## config.mk

```make
export PLATFORM = sky130hd
export DESIGN_NAME = uart_rx
export DESIGN_NICKNAME = d
export VERILOG_FILES = /design/src/rtl/uart_pkg.sv /design/src/rtl/uart_sync.sv /design/src/rtl/uart_rx.sv
export SDC_FILE = /design/constraint.sdc
export NUM_CORES = 1
export LEC_CHECK = 0
export CORE_ASPECT_RATIO = 1.2
export CORE_MARGIN = 2
export CORE_UTILIZATION = 55
export CTS_CLUSTER_DIAMETER = 40
export DETAILED_ROUTE_END_ITERATION = 7
export GPL_TIMING_DRIVEN = 0
export PLACE_DENSITY_LB_ADDON = 0.08
export SLEW_MARGIN = 20
export SYNTH_ARGS = -nofsm -noshare
export SYNTH_HDL_FRONTEND = slang
export SYNTH_SLANG_ARGS = --single-unit
```

## constraint.sdc

```tcl
create_clock -name i_clk -period 3.59 [get_ports i_clk]
set_clock_uncertainty 0.2 [all_clocks]
set_input_delay 0.359 -clock i_clk [delete_from_list [all_inputs] [get_ports i_clk]]
set_output_delay 0.359 -clock i_clk [all_outputs]
set_load 0.01 [all_outputs]
```

## src/rtl/uart_pkg.sv

```systemverilog
// Shared UART definitions: receiver state encoding, default frame constants
// and the parity helper used by both the transmit and receive paths.
package uart_pkg;

  typedef enum logic [2:0] {
    ST_IDLE   = 3'd0,
    ST_START  = 3'd1,
    ST_DATA   = 3'd2,
    ST_PARITY = 3'd3,
    ST_STOP   = 3'd4,
    ST_BREAK  = 3'd5
  } rx_state_t;

  localparam int unsigned C_DEF_WIDTH        = 8;
  localparam int unsigned C_DEF_CLKS_PER_BIT = 16;
  localparam int unsigned C_MAX_WIDTH        = 9;

  // Expected parity bit for a zero-extended data word; parity_type 1 = odd.
  function automatic logic parity_bit(input logic [C_MAX_WIDTH-1:0] data,
                                      input logic                   parity_type);
    return parity_type ^ (^data);
  endfunction

endpackage

```

## src/rtl/uart_sync.sv

```systemverilog
// Two-flop synchroniser for an asynchronous single-bit input; the reset value
// is a parameter so an idle-high serial line does not look like a start bit.
module uart_sync #(
  parameter logic G_RESET_VAL = 1'b1
) (
  input  logic i_clk,
  input  logic i_rst,
  input  logic i_d,
  output logic o_q
);

  logic meta_r;
  logic sync_r;

  // Metastability chain: two back-to-back flops.
  always_ff @(posedge i_clk) begin
    if (i_rst) begin
      meta_r <= G_RESET_VAL;
      sync_r <= G_RESET_VAL;
    end else begin
      meta_r <= i_d;
      sync_r <= meta_r;
    end
  end

  assign o_q = sync_r;

endmodule

```

## src/rtl/uart_rx.sv

```systemverilog
// UART receiver: mid-bit sampling, LSB-first deserialiser, stop/parity checks.
// Define UART_RX_PARITY_EN to add a parity bit between data and stop.
module uart_rx
  import uart_pkg::*;
#(
  parameter int unsigned G_WIDTH        = C_DEF_WIDTH,
  parameter logic        G_PARITY_TYPE  = 1'b1,
  parameter int unsigned G_CLKS_PER_BIT = C_DEF_CLKS_PER_BIT
) (
  input  logic               i_clk,
  input  logic               i_rst,
  input  logic               i_rx,
  output logic [G_WIDTH-1:0] o_data,
  output logic               o_valid,
  output logic               o_parity_err,
  output logic               o_frame_err,
  output logic               o_busy
);

  localparam int unsigned CW = $clog2(G_CLKS_PER_BIT);
  localparam int unsigned BW = $clog2(G_WIDTH + 1);

  localparam logic [CW-1:0] C_CNT_LAST = CW'(G_CLKS_PER_BIT - 1);
  localparam logic [CW-1:0] C_CNT_HALF = CW'(G_CLKS_PER_BIT / 2 - 1);
  localparam logic [BW-1:0] C_BIT_LAST = BW'(G_WIDTH - 1);

  logic               rx_s;
  rx_state_t          state_r, state_nxt_s;
  logic [CW-1:0]      cnt_r, cnt_nxt_s;
  logic [BW-1:0]      bit_idx_r, bit_idx_nxt_s;
  logic [G_WIDTH-1:0] shift_r, shift_nxt_s;
  logic               strobe_s;
  logic [G_WIDTH-1:0] data_r;
  logic               valid_r;
  logic               perr_r;
  logic               ferr_r;
  logic               busy_r;
`ifdef UART_RX_PARITY_EN
  logic               par_rx_r, par_rx_nxt_s;
`endif

  uart_sync #(.G_RESET_VAL(1'b1)) u_sync (
    .i_clk (i_clk),
    .i_rst (i_rst),
    .i_d   (i_rx),
    .o_q   (rx_s)
  );

  // Next-state, counter and shift-register logic for the receive FSM.
  always_comb begin
    state_nxt_s   = state_r;
    cnt_nxt_s     = cnt_r;
    bit_idx_nxt_s = bit_idx_r;
    shift_nxt_s   = shift_r;
    strobe_s      = 1'b0;
`ifdef UART_RX_PARITY_EN
    par_rx_nxt_s  = par_rx_r;
`endif
    case (state_r)
      ST_IDLE: begin
        cnt_nxt_s = '0;
        if (!rx_s) state_nxt_s = ST_START;
        else       state_nxt_s = ST_IDLE;
      end
      ST_START: begin
        if (cnt_r == C_CNT_HALF) begin
          cnt_nxt_s     = '0;
          bit_idx_nxt_s = '0;
          // A start bit that is high again at its centre was a glitch.
          if (rx_s) state_nxt_s = ST_IDLE;
          else      state_nxt_s = ST_DATA;
        end else begin
          cnt_nxt_s = cnt_r + 1'b1;
        end
      end
      ST_DATA: begin
        if (cnt_r == C_CNT_LAST) begin
          cnt_nxt_s     = '0;
          shift_nxt_s   = {rx_s, shift_r[G_WIDTH-1:1]};
          bit_idx_nxt_s = bit_idx_r + 1'b1;
          if (bit_idx_r == C_BIT_LAST) begin
`ifdef UART_RX_PARITY_EN
            state_nxt_s = ST_PARITY;
`else
            state_nxt_s = ST_STOP;
`endif
          end else begin
            state_nxt_s = ST_DATA;
          end
        end else begin
          cnt_nxt_s = cnt_r + 1'b1;
        end
      end
`ifdef UART_RX_PARITY_EN
      ST_PARITY: begin
        if (cnt_r == C_CNT_LAST) begin
          cnt_nxt_s    = '0;
          par_rx_nxt_s = rx_s;
          state_nxt_s  = ST_STOP;
        end else begin
          cnt_nxt_s = cnt_r + 1'b1;
        end
      end
`endif
      ST_STOP: begin
        if (cnt_r == C_CNT_LAST) begin
          cnt_nxt_s = '0;
          strobe_s  = 1'b1;
          // Leaving at mid-stop gives half a bit of slack for a back-to-back start.
          if (rx_s) state_nxt_s = ST_IDLE;
          else      state_nxt_s = ST_BREAK;
        end else begin
          cnt_nxt_s = cnt_r + 1'b1;
        end
      end
      ST_BREAK: begin
        cnt_nxt_s = '0;
        if (rx_s) state_nxt_s = ST_IDLE;
        else      state_nxt_s = ST_BREAK;
      end
      default: begin
        state_nxt_s = ST_IDLE;
        cnt_nxt_s   = '0;
      end
    endcase
  end

  // State, datapath and registered output update.
  always_ff @(posedge i_clk) begin
    if (i_rst) begin
      state_r   <= ST_IDLE;
      cnt_r     <= '0;
      bit_idx_r <= '0;
      shift_r   <= '0;
      data_r    <= '0;
      valid_r   <= 1'b0;
      perr_r    <= 1'b0;
      ferr_r    <= 1'b0;
      busy_r    <= 1'b0;
`ifdef UART_RX_PARITY_EN
      par_rx_r  <= 1'b0;
`endif
    end else begin
      state_r   <= state_nxt_s;
      cnt_r     <= cnt_nxt_s;
      bit_idx_r <= bit_idx_nxt_s;
      shift_r   <= shift_nxt_s;
      valid_r   <= strobe_s;
      busy_r    <= (state_nxt_s != ST_IDLE);
`ifdef UART_RX_PARITY_EN
      par_rx_r  <= par_rx_nxt_s;
`endif
      if (strobe_s) begin
        data_r <= shift_r;
        ferr_r <= ~rx_s;
`ifdef UART_RX_PARITY_EN
        perr_r <= par_rx_r ^ parity_bit(C_MAX_WIDTH'(shift_r), G_PARITY_TYPE);
`else
        perr_r <= 1'b0;
`endif
      end else begin
        data_r <= data_r;
        ferr_r <= ferr_r;
        perr_r <= perr_r;
      end
    end
  end

  assign o_data       = data_r;
  assign o_valid      = valid_r;
  assign o_parity_err = perr_r;
  assign o_frame_err  = ferr_r;
  assign o_busy       = busy_r;

endmodule
```

==> summary.md <==
| Metric | Value |
|---|---|
| WL final | `2.58 mm` |
| HPWL Detailed | `1.84 mm` |
| Syn_area_per_cell | `8.66 sq um` |
| Max-Cap Viols | `0` |
| Post-layout min period | `1890 ps` |
| Worst Path Arrival | `1910 ps` |
| Iteration-0 DRC Markers | `30` |
| Die Wd | `49.0 um` |
| Layout cells sized above 1 | `12.1%` |
| I/O Buffers | `12` |
| CTS root buf | `clkbuf_4` |
| Fin area | `1570 sq um` |
| Core Area | `2310 sq um` |
| Top FF cell, synth | `dfxtp_1` |
| Critical R2R Capture | `bit_idx_r[1]` |
| Hold_buf cts | `0` |
| Finished Layout Cells | `205` |
| Initial antenna violation count | `0` |
| Number of global-route vias before repair | `1,014` |
| Worst R2R Path Depth | `6` |
| Reg2Reg Launch Point | `cnt_r[0]` |
| CTS tree | `yes` |
| DRT antenna net count | `0` |
| Final hold vios | `0` |
| Pre-antenna DRT Iters | `4` |
| R2R Setup Slk | `1700 ps` |
| Fillers | `215` |
| Setup crit end kind | `register` |
| Cell Pwr Density | `414 nW/um^2` |
| Total track usage | `21.9%` |
| Post-DP Area | `1490 sq um` |
| Post-CTS Resized | `0` |
| Overflow after GRT | `0` |
| Antenna fix cells | `0` |
| Largest net degree at the start of global routing | `12` |
| CP Cell Sequence | `ha_1 > and3_1 > buf_2 > nand2_1 > o211ai_1 > a21oi_1` |
| RePlAce Congestion | `0.772` |
| Chip Height | `57.9 um` |
| Yosys reg bits | `32` |
| Setup TNS | `0 ps` |
| Outcome | `completed` |
| CP bufs+invs | `1` |
| Post-synth EDFFs | `0` |
| Largest stage delay, worst path | `370 ps` |
| Syn-to-layout area delta | `17.9%` |
| Clk sinks | `32` |
| F_max | `530 MHz` |
| WHS Path Cells | `2` |
| Detailed-route DRC error count | `0` |
| IO Pins | `15` |
| Yosys warns | `0` |
| Hold Crit Endpoint | `bit_idx_r[3]` |
| Synth cell types | `39` |
| Post-synthesis sequential area ratio | `48.0%` |
| Syn Inst Count | `154` |
| Fin crit share | `52.6%` |
| Netlist Area Pre-Place | `1330 sq um` |
| Class of the worst hold path | `input pin to register` |
| Vias per cell | `5.27` |
| Cell with the most instances after synthesis | `dfxtp_1` |
| Initial core utilization | `57.8%` |
| Critical path required time | `3610 ps` |
| CTS Buf Count | `5` |
| H-tree Lvls | `2` |
| Final setup vio count | `0` |
| Clock buffer depth | `2` |
| Static Leak | `0.000544 uW` |
| Hold Crit Start | `i_rst` |
| Startpoint Class | `register` |
| Clk Latency, worst-skew pair | `340 ps` |
| Mapped Nets | `159` |
| Die area | `2840 sq um` |
| List of most frequent post-synthesis cells | `32 x dfxtp_1, 29 x nand2_1, 21 x a21oi_1` |
| CP max FO | `10` |
| Peak supply drop | `0.406 mV` |
| Kind of critical path | `register to register` |
| Synth area leaders | `dfxtp_1 48%, nand2_1 8.2%, a21oi_1 7.9%, nand3_1 4.1%, nor2_1 2.8%` |
| Worst-path clk slew | `100 ps` |
| DR WL/cell | `12.6 um` |
| RSZ-0062 raised after global routing | `no` |
| Cell family with most CP delay | `simple AND/OR/NAND/NOR gates` |
| Placed Cells | `197` |
| Post-CTS setup buffer count | `0` |
| Slowest cell on crit path | `dfxtp_1` |
| Asr flop ratio synth | `0%` |
| Synth area leader | `dfxtp_1` |
| Fin nets | `178` |
| DR vias | `1,081` |
| First-pass GRT wire length | `4.44 mm` |
| Max Slew Vio Count | `0` |
| Post-synth top area share | `48.0%` |
| Row count | `19` |
-- worst register-to-register path: stages, from the launching register on --
cell,delay (ps)
dfxtp_1,370
ha_1,240
and3_1,240
buf_2,240
nand2_1,240
o211ai_1,170
a21oi_1,80
-- worst max-delay path by stage --
stage	startpoint	end	slack, ps	cells after the start
after global placement	cnt_r[0]	bit_idx_r[1]	1730	6
final	cnt_r[0]	bit_idx_r[1]	1700	6
after global routing	cnt_r[0]	bit_idx_r[1]	1530	6
after floorplan	cnt_r[0]	o_busy	1950	5
after CTS	cnt_r[0]	bit_idx_r[1]	1700	6
after detailed placement	cnt_r[0]	bit_idx_r[1]	1700	6
-- per-stage QoR --
step,setup WS (ps),power [uW],hold slack (ps),utilization (%)
after global routing,1530,675,247,68.2
final,1700,650,217,68.2
after CTS,1700,660,202,68.2
after floorplan,1950,379,183,-
after global placement,1730,384,193,64.7
after detailed placement,1700,385,199,64.7
-- registers in the layout (all words and copies together) (netlist names) --
signal,count
shift_r,8
o_valid,1
o_frame_err,1
u_sync.meta_r,1
bit_idx_r,4
cnt_r,4
o_busy,1
o_data,8
u_sync.o_q,1
state_r,3
-- final cells by class --
class                   instances  area, sq um  area share (%)
multi-input cells             111          642            40.8
flip-flops and latches         32          641            40.7
repair buffers                 12          120            7.64
plain buffers                   9         43.8            2.78
clock inverters                 3         42.5            2.70
well taps                      31         38.8            2.47
clock buffers                   5         37.5            2.39
inverters                       2         7.51           0.477
-- power breakdown --
group	switching [uW]	internal, uW
clock	129	145
combinational	10.8	6.89
sequential	1.45	357
-- per-layer routing --
metal / share of wire (%) / wire length, um / track usage [%] / vias to the layer above
li1: - / - / - / 563
met2: 52 / 1330 / 36.8 / 21
met5: 0 / 0 / 0 / -
met4: 2.2 / 56 / 13.5 / 0
met1: 42 / 1080 / 23.5 / 490
met3: 4.1 / 105 / 7.99 / 7
-- kinds of logic (layout without fill, tap and decap cells) --
| kind of cell | Yosys count | count (layout) | share of synthesized area, % |
|---|---|---|---|
| fa+ha+maj | 2 | 2 | 1.88 |
| simple gates | 73 | 73 | 29.5 |
| flops | 32 | 32 | 48.0 |
| compound gates | 31 | 31 | 13.9 |
| other cells | 1 | 1 | 0.281 |
| buf+inv | 11 | 31 | 3.85 |
| xor+xnor | 4 | 4 | 2.63 |
-- layout by cell type, fill, tap and decap left out, drive strengths merged, types with 2 or more instances in the layout --
master,instances
dfxtp,32
nand3,12
clkbuf,8
nand3b,2
xnor2,2
ha,2
nor3,3
nand2,29
o21a,2
a21oi,21
nand2b,3
o31ai,2
or2,3
nor2,11
nor3b,3
xor2,2
clkdlybuf4s50,12
buf,6
inv,2
No activity file was read; power rests on OpenSTA's default activity.
